### config.mk
export PLATFORM = sky130hd
export DESIGN_NAME = lcd_frame_tx_flat
export DESIGN_NICKNAME = d
export VERILOG_FILES = /design/src/rtl/lcd_frame_tx_if.sv /design/src/rtl/lcd_frame_tx.sv /design/src/flat_wrapper.sv
export SDC_FILE = /design/constraint.sdc
export NUM_CORES = 1
export LEC_CHECK = 0
export BUFFER_PORTS_ARGS = -buffer_cell sky130_fd_sc_hd__buf_4
export CAP_MARGIN = 20
export CORE_UTILIZATION = 49
export DETAILED_ROUTE_END_ITERATION = 16
export PLACE_DENSITY = 0.88
export SYNTH_ARGS = -nofsm -noshare
export SYNTH_HDL_FRONTEND = slang
export SYNTH_SLANG_ARGS = --single-unit
### constraint.sdc
create_clock -name clk_2 -period 12.8 [get_ports clk_2]
set_input_delay 1.92 -clock clk_2 [delete_from_list [all_inputs] [get_ports clk_2]]
set_output_delay 1.92 -clock clk_2 [all_outputs]
set_load 0.01 [all_outputs]
### src/rtl/lcd_frame_tx_if.sv
// Byte-stream handshake between the LCD frame serialiser and its sink.
// Master drives data/valid, slave drives ready.
interface lcd_frame_tx_if;
  logic [7:0] tx_data;
  logic       tx_valid;
  logic       tx_ready;

  modport master (
    output tx_data,
    output tx_valid,
    input  tx_ready
  );

  modport slave (
    input  tx_data,
    input  tx_valid,
    output tx_ready
  );
endinterface

### src/rtl/lcd_frame_tx.sv
// Snapshots the debug-display bus on start and streams it as one
// ASCII-hex frame (SOF, fields MSB nibble first, flags, EOF).
module lcd_frame_tx #(
  parameter int          NBITS_TOP   = 8,
  parameter int          NREGS_TOP   = 32,
  parameter int          NBITS_LCD   = 64,
  parameter int          NINSTR_BITS = 32,
  parameter logic [7:0]  SOF_BYTE    = 8'h02,
  parameter logic [7:0]  EOF_BYTE    = 8'h0A
) (
  input  logic                   clk_2,
  input  logic                   reset,
  input  logic                   start,
  input  logic [NBITS_LCD-1:0]   lcd_a,
  input  logic [NBITS_LCD-1:0]   lcd_b,
  input  logic [NBITS_TOP-1:0]   lcd_registrador [NREGS_TOP],
  input  logic [NBITS_TOP-1:0]   lcd_pc,
  input  logic [NINSTR_BITS-1:0] lcd_instruction,
  input  logic                   lcd_MemWrite,
  input  logic                   lcd_Branch,
  input  logic                   lcd_MemtoReg,
  input  logic                   lcd_RegWrite,
  lcd_frame_tx_if.master         tx,
  output logic                   busy,
  output logic                   done
);

  localparam int NL   = NBITS_LCD / 4;
  localparam int NR   = NBITS_TOP / 4;
  localparam int NI   = NINSTR_BITS / 4;
  localparam int NM0  = (NL > NR) ? NL : NR;
  localparam int NMAX = (NM0 > NI) ? NM0 : NI;
  localparam int CW   = $clog2(NMAX + 1);
  localparam int RW   = (NREGS_TOP > 1) ? $clog2(NREGS_TOP) : 1;

  localparam logic [3:0] S_IDLE  = 4'd0;
  localparam logic [3:0] S_SOF   = 4'd1;
  localparam logic [3:0] S_A     = 4'd2;
  localparam logic [3:0] S_B     = 4'd3;
  localparam logic [3:0] S_REG   = 4'd4;
  localparam logic [3:0] S_PC    = 4'd5;
  localparam logic [3:0] S_INSTR = 4'd6;
  localparam logic [3:0] S_FLAGS = 4'd7;
  localparam logic [3:0] S_EOF   = 4'd8;

  logic [3:0]             st_q, st_d;
  logic [CW-1:0]          nib_q, nib_d;
  logic [RW-1:0]          reg_q, reg_d;
  logic [7:0]             tx_data_q, tx_data_d;
  logic                   tx_valid_q, tx_valid_d;
  logic                   busy_q, busy_d;
  logic                   done_q, done_d;

  logic [NBITS_LCD-1:0]   a_q, a_d;
  logic [NBITS_LCD-1:0]   b_q, b_d;
  logic [NBITS_TOP-1:0]   regs_q [NREGS_TOP];
  logic [NBITS_TOP-1:0]   regs_d [NREGS_TOP];
  logic [NBITS_TOP-1:0]   pc_q, pc_d;
  logic [NINSTR_BITS-1:0] ins_q, ins_d;
  logic [3:0]             flg_q, flg_d;

  logic [3:0]             nx_st;
  logic [CW-1:0]          nx_nib;
  logic [RW-1:0]          nx_reg;
  logic [3:0]             nib_v;
  logic [7:0]             byte_v;
  int                     sh;

  function automatic logic [7:0] hex(input logic [3:0] n);
    hex = (n < 4'd10) ? (8'h30 + {4'h0, n}) : (8'h37 + {4'h0, n});
  endfunction

  // Position of the byte that follows the one now on the bus.
  always_comb begin
    nx_st  = st_q;
    nx_nib = nib_q + 1'b1;
    nx_reg = reg_q;
    case (st_q)
      S_SOF: begin
        nx_st  = S_A;
        nx_nib = '0;
      end
      S_A: begin
        if (nib_q == CW'(NL - 1)) begin
          nx_st  = S_B;
          nx_nib = '0;
        end
      end
      S_B: begin
        if (nib_q == CW'(NL - 1)) begin
          nx_st  = S_REG;
          nx_nib = '0;
          nx_reg = '0;
        end
      end
      S_REG: begin
        if (nib_q == CW'(NR - 1)) begin
          nx_nib = '0;
          if (reg_q == RW'(NREGS_TOP - 1)) nx_st = S_PC;
          else nx_reg = reg_q + 1'b1;
        end
      end
      S_PC: begin
        if (nib_q == CW'(NR - 1)) begin
          nx_st  = S_INSTR;
          nx_nib = '0;
        end
      end
      S_INSTR: begin
        if (nib_q == CW'(NI - 1)) begin
          nx_st  = S_FLAGS;
          nx_nib = '0;
        end
      end
      S_FLAGS: begin
        nx_st  = S_EOF;
        nx_nib = '0;
      end
      default: begin
        nx_st  = S_IDLE;
        nx_nib = '0;
      end
    endcase
  end

  always_comb begin
    sh    = 0;
    nib_v = 4'h0;
    case (nx_st)
      S_A: begin
        sh    = 4 * (NL - 1 - int'(nx_nib));
        nib_v = 4'(a_q >> sh);
      end
      S_B: begin
        sh    = 4 * (NL - 1 - int'(nx_nib));
        nib_v = 4'(b_q >> sh);
      end
      S_REG: begin
        sh    = 4 * (NR - 1 - int'(nx_nib));
        nib_v = 4'(regs_q[nx_reg] >> sh);
      end
      S_PC: begin
        sh    = 4 * (NR - 1 - int'(nx_nib));
        nib_v = 4'(pc_q >> sh);
      end
      S_INSTR: begin
        sh    = 4 * (NI - 1 - int'(nx_nib));
        nib_v = 4'(ins_q >> sh);
      end
      S_FLAGS: nib_v = flg_q;
      default: nib_v = 4'h0;
    endcase
    byte_v = (nx_st == S_EOF) ? EOF_BYTE : hex(nib_v);
  end

  always_comb begin
    st_d       = st_q;
    nib_d      = nib_q;
    reg_d      = reg_q;
    tx_data_d  = tx_data_q;
    tx_valid_d = tx_valid_q;
    busy_d     = busy_q;
    done_d     = 1'b0;
    a_d        = a_q;
    b_d        = b_q;
    regs_d     = regs_q;
    pc_d       = pc_q;
    ins_d      = ins_q;
    flg_d      = flg_q;
    if (st_q == S_IDLE) begin
      if (start) begin
        a_d        = lcd_a;
        b_d        = lcd_b;
        regs_d     = lcd_registrador;
        pc_d       = lcd_pc;
        ins_d      = lcd_instruction;
        flg_d      = {lcd_MemWrite, lcd_Branch,
                      lcd_MemtoReg, lcd_RegWrite};
        st_d       = S_SOF;
        nib_d      = '0;
        reg_d      = '0;
        tx_data_d  = SOF_BYTE;
        tx_valid_d = 1'b1;
        busy_d     = 1'b1;
      end
    end else if (tx_valid_q && tx.tx_ready) begin
      if (st_q == S_EOF) begin
        st_d       = S_IDLE;
        nib_d      = '0;
        reg_d      = '0;
        tx_data_d  = 8'h00;
        tx_valid_d = 1'b0;
        busy_d     = 1'b0;
        done_d     = 1'b1;
      end else begin
        st_d      = nx_st;
        nib_d     = nx_nib;
        reg_d     = nx_reg;
        tx_data_d = byte_v;
      end
    end
  end

  always_ff @(posedge clk_2) begin
    if (reset) begin
      st_q       <= S_IDLE;
      nib_q      <= '0;
      reg_q      <= '0;
      tx_data_q  <= 8'h00;
      tx_valid_q <= 1'b0;
      busy_q     <= 1'b0;
      done_q     <= 1'b0;
    end else begin
      st_q       <= st_d;
      nib_q      <= nib_d;
      reg_q      <= reg_d;
      tx_data_q  <= tx_data_d;
      tx_valid_q <= tx_valid_d;
      busy_q     <= busy_d;
      done_q     <= done_d;
    end
  end

  // Snapshot is only read while busy, so it needs no reset.
  always_ff @(posedge clk_2) begin
    a_q    <= a_d;
    b_q    <= b_d;
    regs_q <= regs_d;
    pc_q   <= pc_d;
    ins_q  <= ins_d;
    flg_q  <= flg_d;
  end

  assign tx.tx_data  = tx_data_q;
  assign tx.tx_valid = tx_valid_q;
  assign busy        = busy_q;
  assign done        = done_q;

endmodule

### src/flat_wrapper.sv
// flat-port wrapper written by rule: the top's interface ports become plain ports
module lcd_frame_tx_flat 
#(
  parameter int          NBITS_TOP   = 8,
  parameter int          NREGS_TOP   = 32,
  parameter int          NBITS_LCD   = 64,
  parameter int          NINSTR_BITS = 32,
  parameter logic [7:0]  SOF_BYTE    = 8'h02,
  parameter logic [7:0]  EOF_BYTE    = 8'h0A
)
  (clk_2, reset, start, lcd_a, lcd_b, lcd_registrador, lcd_pc, lcd_instruction, lcd_MemWrite, lcd_Branch, lcd_MemtoReg, lcd_RegWrite, busy, done, tx_tx_data, tx_tx_valid, tx_tx_ready);
  lcd_frame_tx_if tx_i ();
  input  logic clk_2;
  input  logic reset;
  input  logic start;
  input  logic [NBITS_LCD-1:0] lcd_a;
  input  logic [NBITS_LCD-1:0] lcd_b;
  input  logic [NBITS_TOP-1:0] lcd_registrador[NREGS_TOP];
  input  logic [NBITS_TOP-1:0] lcd_pc;
  input  logic [NINSTR_BITS-1:0] lcd_instruction;
  input  logic lcd_MemWrite;
  input  logic lcd_Branch;
  input  logic lcd_MemtoReg;
  input  logic lcd_RegWrite;
  output logic busy;
  output logic done;
  output wire logic [$bits(tx_i.tx_data)-1:0] tx_tx_data;
  output wire logic [$bits(tx_i.tx_valid)-1:0] tx_tx_valid;
  input wire logic [$bits(tx_i.tx_ready)-1:0] tx_tx_ready;
  assign tx_tx_data = tx_i.tx_data;
  assign tx_tx_valid = tx_i.tx_valid;
  assign tx_i.tx_ready = tx_tx_ready;
  lcd_frame_tx #(.NBITS_TOP(NBITS_TOP), .NREGS_TOP(NREGS_TOP), .NBITS_LCD(NBITS_LCD), .NINSTR_BITS(NINSTR_BITS), .SOF_BYTE(SOF_BYTE), .EOF_BYTE(EOF_BYTE)) u_core (.clk_2(clk_2), .reset(reset), .start(start), .lcd_a(lcd_a), .lcd_b(lcd_b), .lcd_registrador(lcd_registrador), .lcd_pc(lcd_pc), .lcd_instruction(lcd_instruction), .lcd_MemWrite(lcd_MemWrite), .lcd_Branch(lcd_Branch), .lcd_MemtoReg(lcd_MemtoReg), .lcd_RegWrite(lcd_RegWrite), .tx(tx_i), .busy(busy), .done(done));
endmodule
=== After elaboration in Yosys (flattened, before gate mapping) ===
Cells that the tools add are included.
W data, S select, Z words.

* Multipliers: 0
* $add $sub $neg: 7
* Shift-type cells: 5
* Mux-type cells: 41
* Divide/modulo/power cells: 0
* Bitwise logic cells: 2
* Reductions and logical operators: 10
* Equality and inequality tests: 20
* $lt $le $gt $ge: 2

{| class="wikitable"
|+ Operator list
! cell !! number
|-
| $shr A64 B32 Y4 || 2
|-
| $mux W5 || 13
|-
| $mux W8 || 8
|-
| $shr A8 B32 Y4 || 2
|-
| $bmux W8 S5 || 1
|-
| $mux W4 || 10
|-
| $eq A4 B3 Y1 const B || 8
|-
| $shr A32 B32 Y4 || 1
|-
| $pmux W4 S7 || 1
|-
| $pmux W4 S6 || 1
|-
| $eq A4 B2 Y1 const B || 4
|-
| $pmux W5 S3 || 1
|-
| $add A6 B4 Y7 const A || 2
|-
| $add A5 B1 Y5 const B || 2
|-
| $pmux W5 S2 || 1
|-
| $eq A4 B4 Y1 const B || 2
|-
| $ge A6 B6 Y1 const B || 1
|-
| $not A5 Y6 || 1
|-
| $sub A1 B5 Y6 const A || 1
|-
| $sub A3 B5 Y6 const A || 1
|-
| $sub A4 B5 Y6 const A || 1
|-
| $eq A5 B1 Y1 const B || 1
|-
| $eq A5 B3 Y1 const B || 1
|-
| $eq A5 B4 Y1 const B || 1
|-
| other kinds (13) || 20
|}

* Register bits: 452
* RAM bits: 0
* Output and inout port bits: 11
* Memories kept: 0
* Latch bits: 0
* Input bits: 432
* Word-level logic and storage cells: 130
* Memory bits (read-only): 0

=== Depth between registers and ports, before layout ===
* Word-level depth: 16
* Depth in mapped cells: 23
* Mapped depth without buffers: 21

=== Worst setup path after synthesis ===
No wires, ideal clock.

* Kind: input port to flip-flop
* From: input start
* To: register u_core.reg_q[1]
* Required time: 12,672 ps
* Data arrival time: 13,618 ps
* Stages: 5
* Slack: -945 ps
* Buffers on the path: 1
* Library setup time: 128 ps
* Cell sequence: and3_1 a31oi_1 clkbuf_1 a22oi_1 nor2_1

* Word-level cells in the longest chain between the ends: 2

{| class="wikitable"
|+ RTL lines
! element !! line !! RTL
|-
| start: declaration || flat_wrapper.sv:15 || <nowiki>input logic start;</nowiki>
|-
| $ne A2 B2 Y1 (no source line) || n/a ||
|-
| $reduce_and A2 Y1 (no source line) || n/a ||
|-
| end signal: assignment || lcd_frame_tx.sv:216 || <nowiki>reg_q <= reg_d;</nowiki>
|-
| end: declaration || lcd_frame_tx.sv:48 || <nowiki>logic [RW-1:0] reg_q, reg_d;</nowiki>
|}

No other way between the ends.
A chain may end at the register's enable or synchronous reset.

=== Worst setup path after layout ===
* From: register u_core.nib_q[0]
* To: register u_core.tx_data_q[4] (netlist: u_core.tx.tx_data[4])

* Word-level cells in the longest chain between the ends: 15
* Elaborated cells between the ends (all ways): 45
* Classes of those cells: add/sub (6); order compare (1); eq/ne (10); shift (5); mux (22); bitwise (1)

{| class="wikitable"
|+ RTL lines
! element !! line !! RTL
|-
| start: declaration || lcd_frame_tx.sv:47 || <nowiki>logic [CW-1:0] nib_q, nib_d;</nowiki>
|-
| start signal: assignment || lcd_frame_tx.sv:215 || <nowiki>nib_q <= nib_d;</nowiki>
|-
| branches (longest 11 deep; another with $add A6 B4 Y7) || n/a ||
|-
| $mux W8 (*) || lcd_frame_tx.sv:153 || <nowiki>byte_v = (nx_st == S_EOF) ? EOF_BYTE : hex(nib_v);</nowiki>
|-
| $mux W8 (*) || lcd_frame_tx.sv:187 || <nowiki>if (st_q == S_EOF) begin</nowiki>
|-
| $mux W8 (*) || lcd_frame_tx.sv:186 || <nowiki>end else if (tx_valid_q && tx.tx_ready) begin</nowiki>
|-
| $mux W8 (*) || lcd_frame_tx.sv:170 || <nowiki>if (st_q == S_IDLE) begin</nowiki>
|-
| end signal: assignment || lcd_frame_tx.sv:217 || <nowiki>tx_data_q <= tx_data_d;</nowiki>
|-
| end: declaration || lcd_frame_tx.sv:49 || <nowiki>logic [7:0] tx_data_q, tx_data_d;</nowiki>
|}

Every way passes the cells marked *. The select of a mux whose other input is x is not followed.

==> results.json <==
{
  "status": "completed",
  "clk_path_buf_depth": 3,
  "start_util_pct": 49.8,
  "synth_cell_type_count": 80,
  "cts_setup_buffers": 0,
  "netlist.area_leader.share_pct": 68.6,
  "yosysSeqAreaShare_pct": 71.0,
  "dp_slack_ps": 6890,
  "synth_nets": 1779,
  "maxSlewViolCount": 0,
  "fp-row-count": 71,
  "synthMuxAreaShare_pct": 5.49,
  "yosys_register_bits": 451,
  "cpLargestDelayFamily": "compound AO/OA/AOI/OAI gates",
  "drc": 0,
  "synth_edf_count": 428,
  "ios": 443,
  "critPathBufInv": 2,
  "ys_async_sr_fraction_pct": 0,
  "cp_max_fo": 70,
  "synthTopCellsByCount": "428 x edfxtp_1, 253 x nand2_1, 96 x nand3_1",
  "rsz0062_at_grt": "no",
  "clkPwrFrac_pct": 36.3,
  "finalHoldViolations": 0,
  "drive_above_1_share_pct": 31.6,
  "place_hpwl_mm": 36.9,
  "drt_iter0_markers": 1273,
  "cts_repair_resize_count": 0,
  "cp_data_required_time_ps": 13300,
  "grt_pass1_vias": 13547,
  "reg2reg_slack_ps": 6810,
  "max_freq_mhz": 167,
  "synth_ff_type": "edfxtp_1",
  "gr-usage-met1_pct": 33.4,
  "avgViaCountPerCell": 5.85,
  "synthAdderAreaFrac_pct": 0.467,
  "drt_wl_total_mm": 52.8,
  "synth_area_leaders": "edfxtp_1 69%, nand2_1 5.1%, mux2i_1 4.2%",
  "routedWlPerCell_um": 22.8,
  "portBuffers": 441,
  "synthSimpleGateAreaFrac_pct": 12.1,
  "synth_area_per_cell_um2": 14.0,
  "worst_slew_pin_slew_ps": 1160,
  "grt_pass1_wl_mm": 77.8,
  "numCtsBuffers": 46,
  "setup_slack_ps": 6810,
  "seq_power_share_pct": 53.1,
  "min_path_type": "flop to flop",
  "cap_violations": 0,
  "synth_top_family_by_area": "simple AND/OR/NAND/NOR gates",
  "startpoint_type": "flop",
  "path_class": "flop to flop",
  "antenna_found_initial": 5,
  "track_usage_pct": 26.7,
  "finalClockSkew_ps": 24.3,
  "synth_most_common_cell": "edfxtp_1",
  "max_stage_delay_ps": 790,
  "grt_overflow": 0,
  "cts-root-buf": "clkbuf_16",
  "ctsHoldBuffers": 0,
  "die_area_um2": 39000,
  "synth-compound-area-share_pct": 8.44,
  "p_leak_nw": 8.91,
  "area_delta_synth_final_pct": 27.8,
  "p_switching_mw": 0.815,
  "cp-end-kind": "flop",
  "clk_pin_slew_ps": 60,
  "cpMaxStageDelayCell": "o21bai_1",
  "clock-sinks": 451,
  "p_int_mw": 2.70,
  "top_usage_layer": "met2",
  "cp_common_cell": "ha_1",
  "clk_latency_ps": 580,
  "grtUsageMet3_pct": 5.48,
  "first_pass_iters": 7,
  "fin_tns_setup_ps": 0,
  "gp_congestion": 0.946,
  "fin_crit_sh_pct": 46.8,
  "h-tree-depth": 2,
  "power.density_nw_per_um2": 147,
  "vias": 13567,
  "nets": 2213,
  "netlist_instances": 1340,
  "pwr-share-comb_pct": 10.6,
  "utilization_pct": 63.6,
  "fin_crit_ps": 5990,
  "slew_headroom_pct": 22.6,
  "synth_top_area_cell": "edfxtp_1",
  "cts_tree": "built",
  "met2_usage_pct": 43.9,
  "ir_worst_vdd_mv": 0.105,
  "yosys_warnings": 0,
  "finalSetupViolations": 0,
  "die_x_um": 198,
  "netlist_area_um2": 18700,
  "synth_xor_area_share_pct": 0.140,
  "grt_max_degree": 226,
  "arrival_ps": 6490,
  "p_sw_share_pct": 23.2,
  "design.core.area_um2": 37700,
  "drtAntennaViolNets": 0,
  "cp_cell_sequence": "ha_1, nand3_1, inv_1, ha_1, and4b_1, o21bai_1, a211o_4, buf_4, a311oi_1, o211ai_1, o311ai_0, o21ai_0, nor4b_2, ha_1, a31oi_1, o21ai_0, a22o_1",
  "die_y_um": 198
}
stage by stage:
stage          cell area [µm²]  total power, mW  hold WS, ps  cells
3_5_place_dp             22500             2.26          462   2237
5_1_grt                  24000             3.63          486   2321
2_1_floorplan            18700             2.10          470   1340
6_report                 24000             3.51          468   2321
4_1_cts                  24000             3.53          476   2317
3_3_place_gp             22500             2.25          449   2237
routing by layer:
| metal | part of all wire (%) | up-vias | wire (µm) |
|---|---|---|---|
| met4 | 5.2 | 2 | 2750 |
| li1 | - | 6047 | - |
| met2 | 49 | 835 | 25900 |
| met1 | 37 | 6504 | 19400 |
| met5 | 0.034 | - | 18 |
| met3 | 9.0 | 179 | 4750 |
state kept, by name, summed over array words and instances, names as in the netlist:
| name | count |
|---|---|
| u_core.regs_q | 256 |
| u_core.a_q | 64 |
| u_core.b_q | 64 |
| u_core.ins_q | 32 |
| u_core.pc_q | 8 |
| u_core.tx.tx_data | 7 |
| u_core.nib_q | 5 |
| u_core.reg_q | 5 |
| u_core.flg_q | 4 |
| u_core.st_q | 4 |
| u_core.done | 1 |
| u_core.tx.tx_valid | 1 |
path summary, 6_finish.rpt:
check                             from                    to  cells after the start
hold / removal    u_core.tx.tx_data[6]  u_core.tx.tx_data[6]                      2
hold reg to reg   u_core.tx.tx_data[6]  u_core.tx.tx_data[6]                      2
setup / recovery       u_core.nib_q[0]  u_core.tx.tx_data[4]                     17
setup reg to reg       u_core.nib_q[0]  u_core.tx.tx_data[4]                     17
placed cells by master, fill, tap and decap left out, types with 8 or more instances in the layout:
cell,instances
inv_1,14
clkbuf_1,10
nand3_1,96
o21ai_0,26
a311oi_1,16
clkinv_2,11
a2111oi_0,9
nand4_1,22
a22oi_1,15
a32oi_1,11
a21oi_1,30
buf_4,460
clkbuf_16,47
dfxtp_1,23
nor2_1,48
mux4_2,9
a31oi_1,9
nor3_1,12
nand2_1,252
edfxtp_1,428
o2111ai_1,8
and3_1,13
mux2i_1,78
final cells by class:
cell class                 instances  area [µm²]
antenna                            4        10.0
clock buffer                      59        1240
clock inverter                    21         174
fill                            2689       13700
inverter                          14        52.6
multi-input combinational        800        5060
sequential                       451       13300
tap                              511         639
timing repair buffer             461        3470
logic make-up after synthesis:
family,count (synthesis)
simple gates,489
flops,451
compound gates,209
mux,91
buf+inv,89
fa+ha+maj,7
xor+xnor,3
other cells,1
tightest hold or removal path: stages (launching register included):
cell and delay [ps]:
dfxtp_1 330, nand2_1 50, o21ai_0 50
power groups by stage:
stage	registers [mW]	clock network [mW]	logic, mW
after global placement	1.89	0	0.357
final	1.87	1.28	0.372
after global routing	1.88	1.35	0.401
after detailed placement	1.89	0	0.369
after floorplan	1.91	0	0.188
after CTS	1.86	1.30	0.371
(Power assumes the default switching activity.)
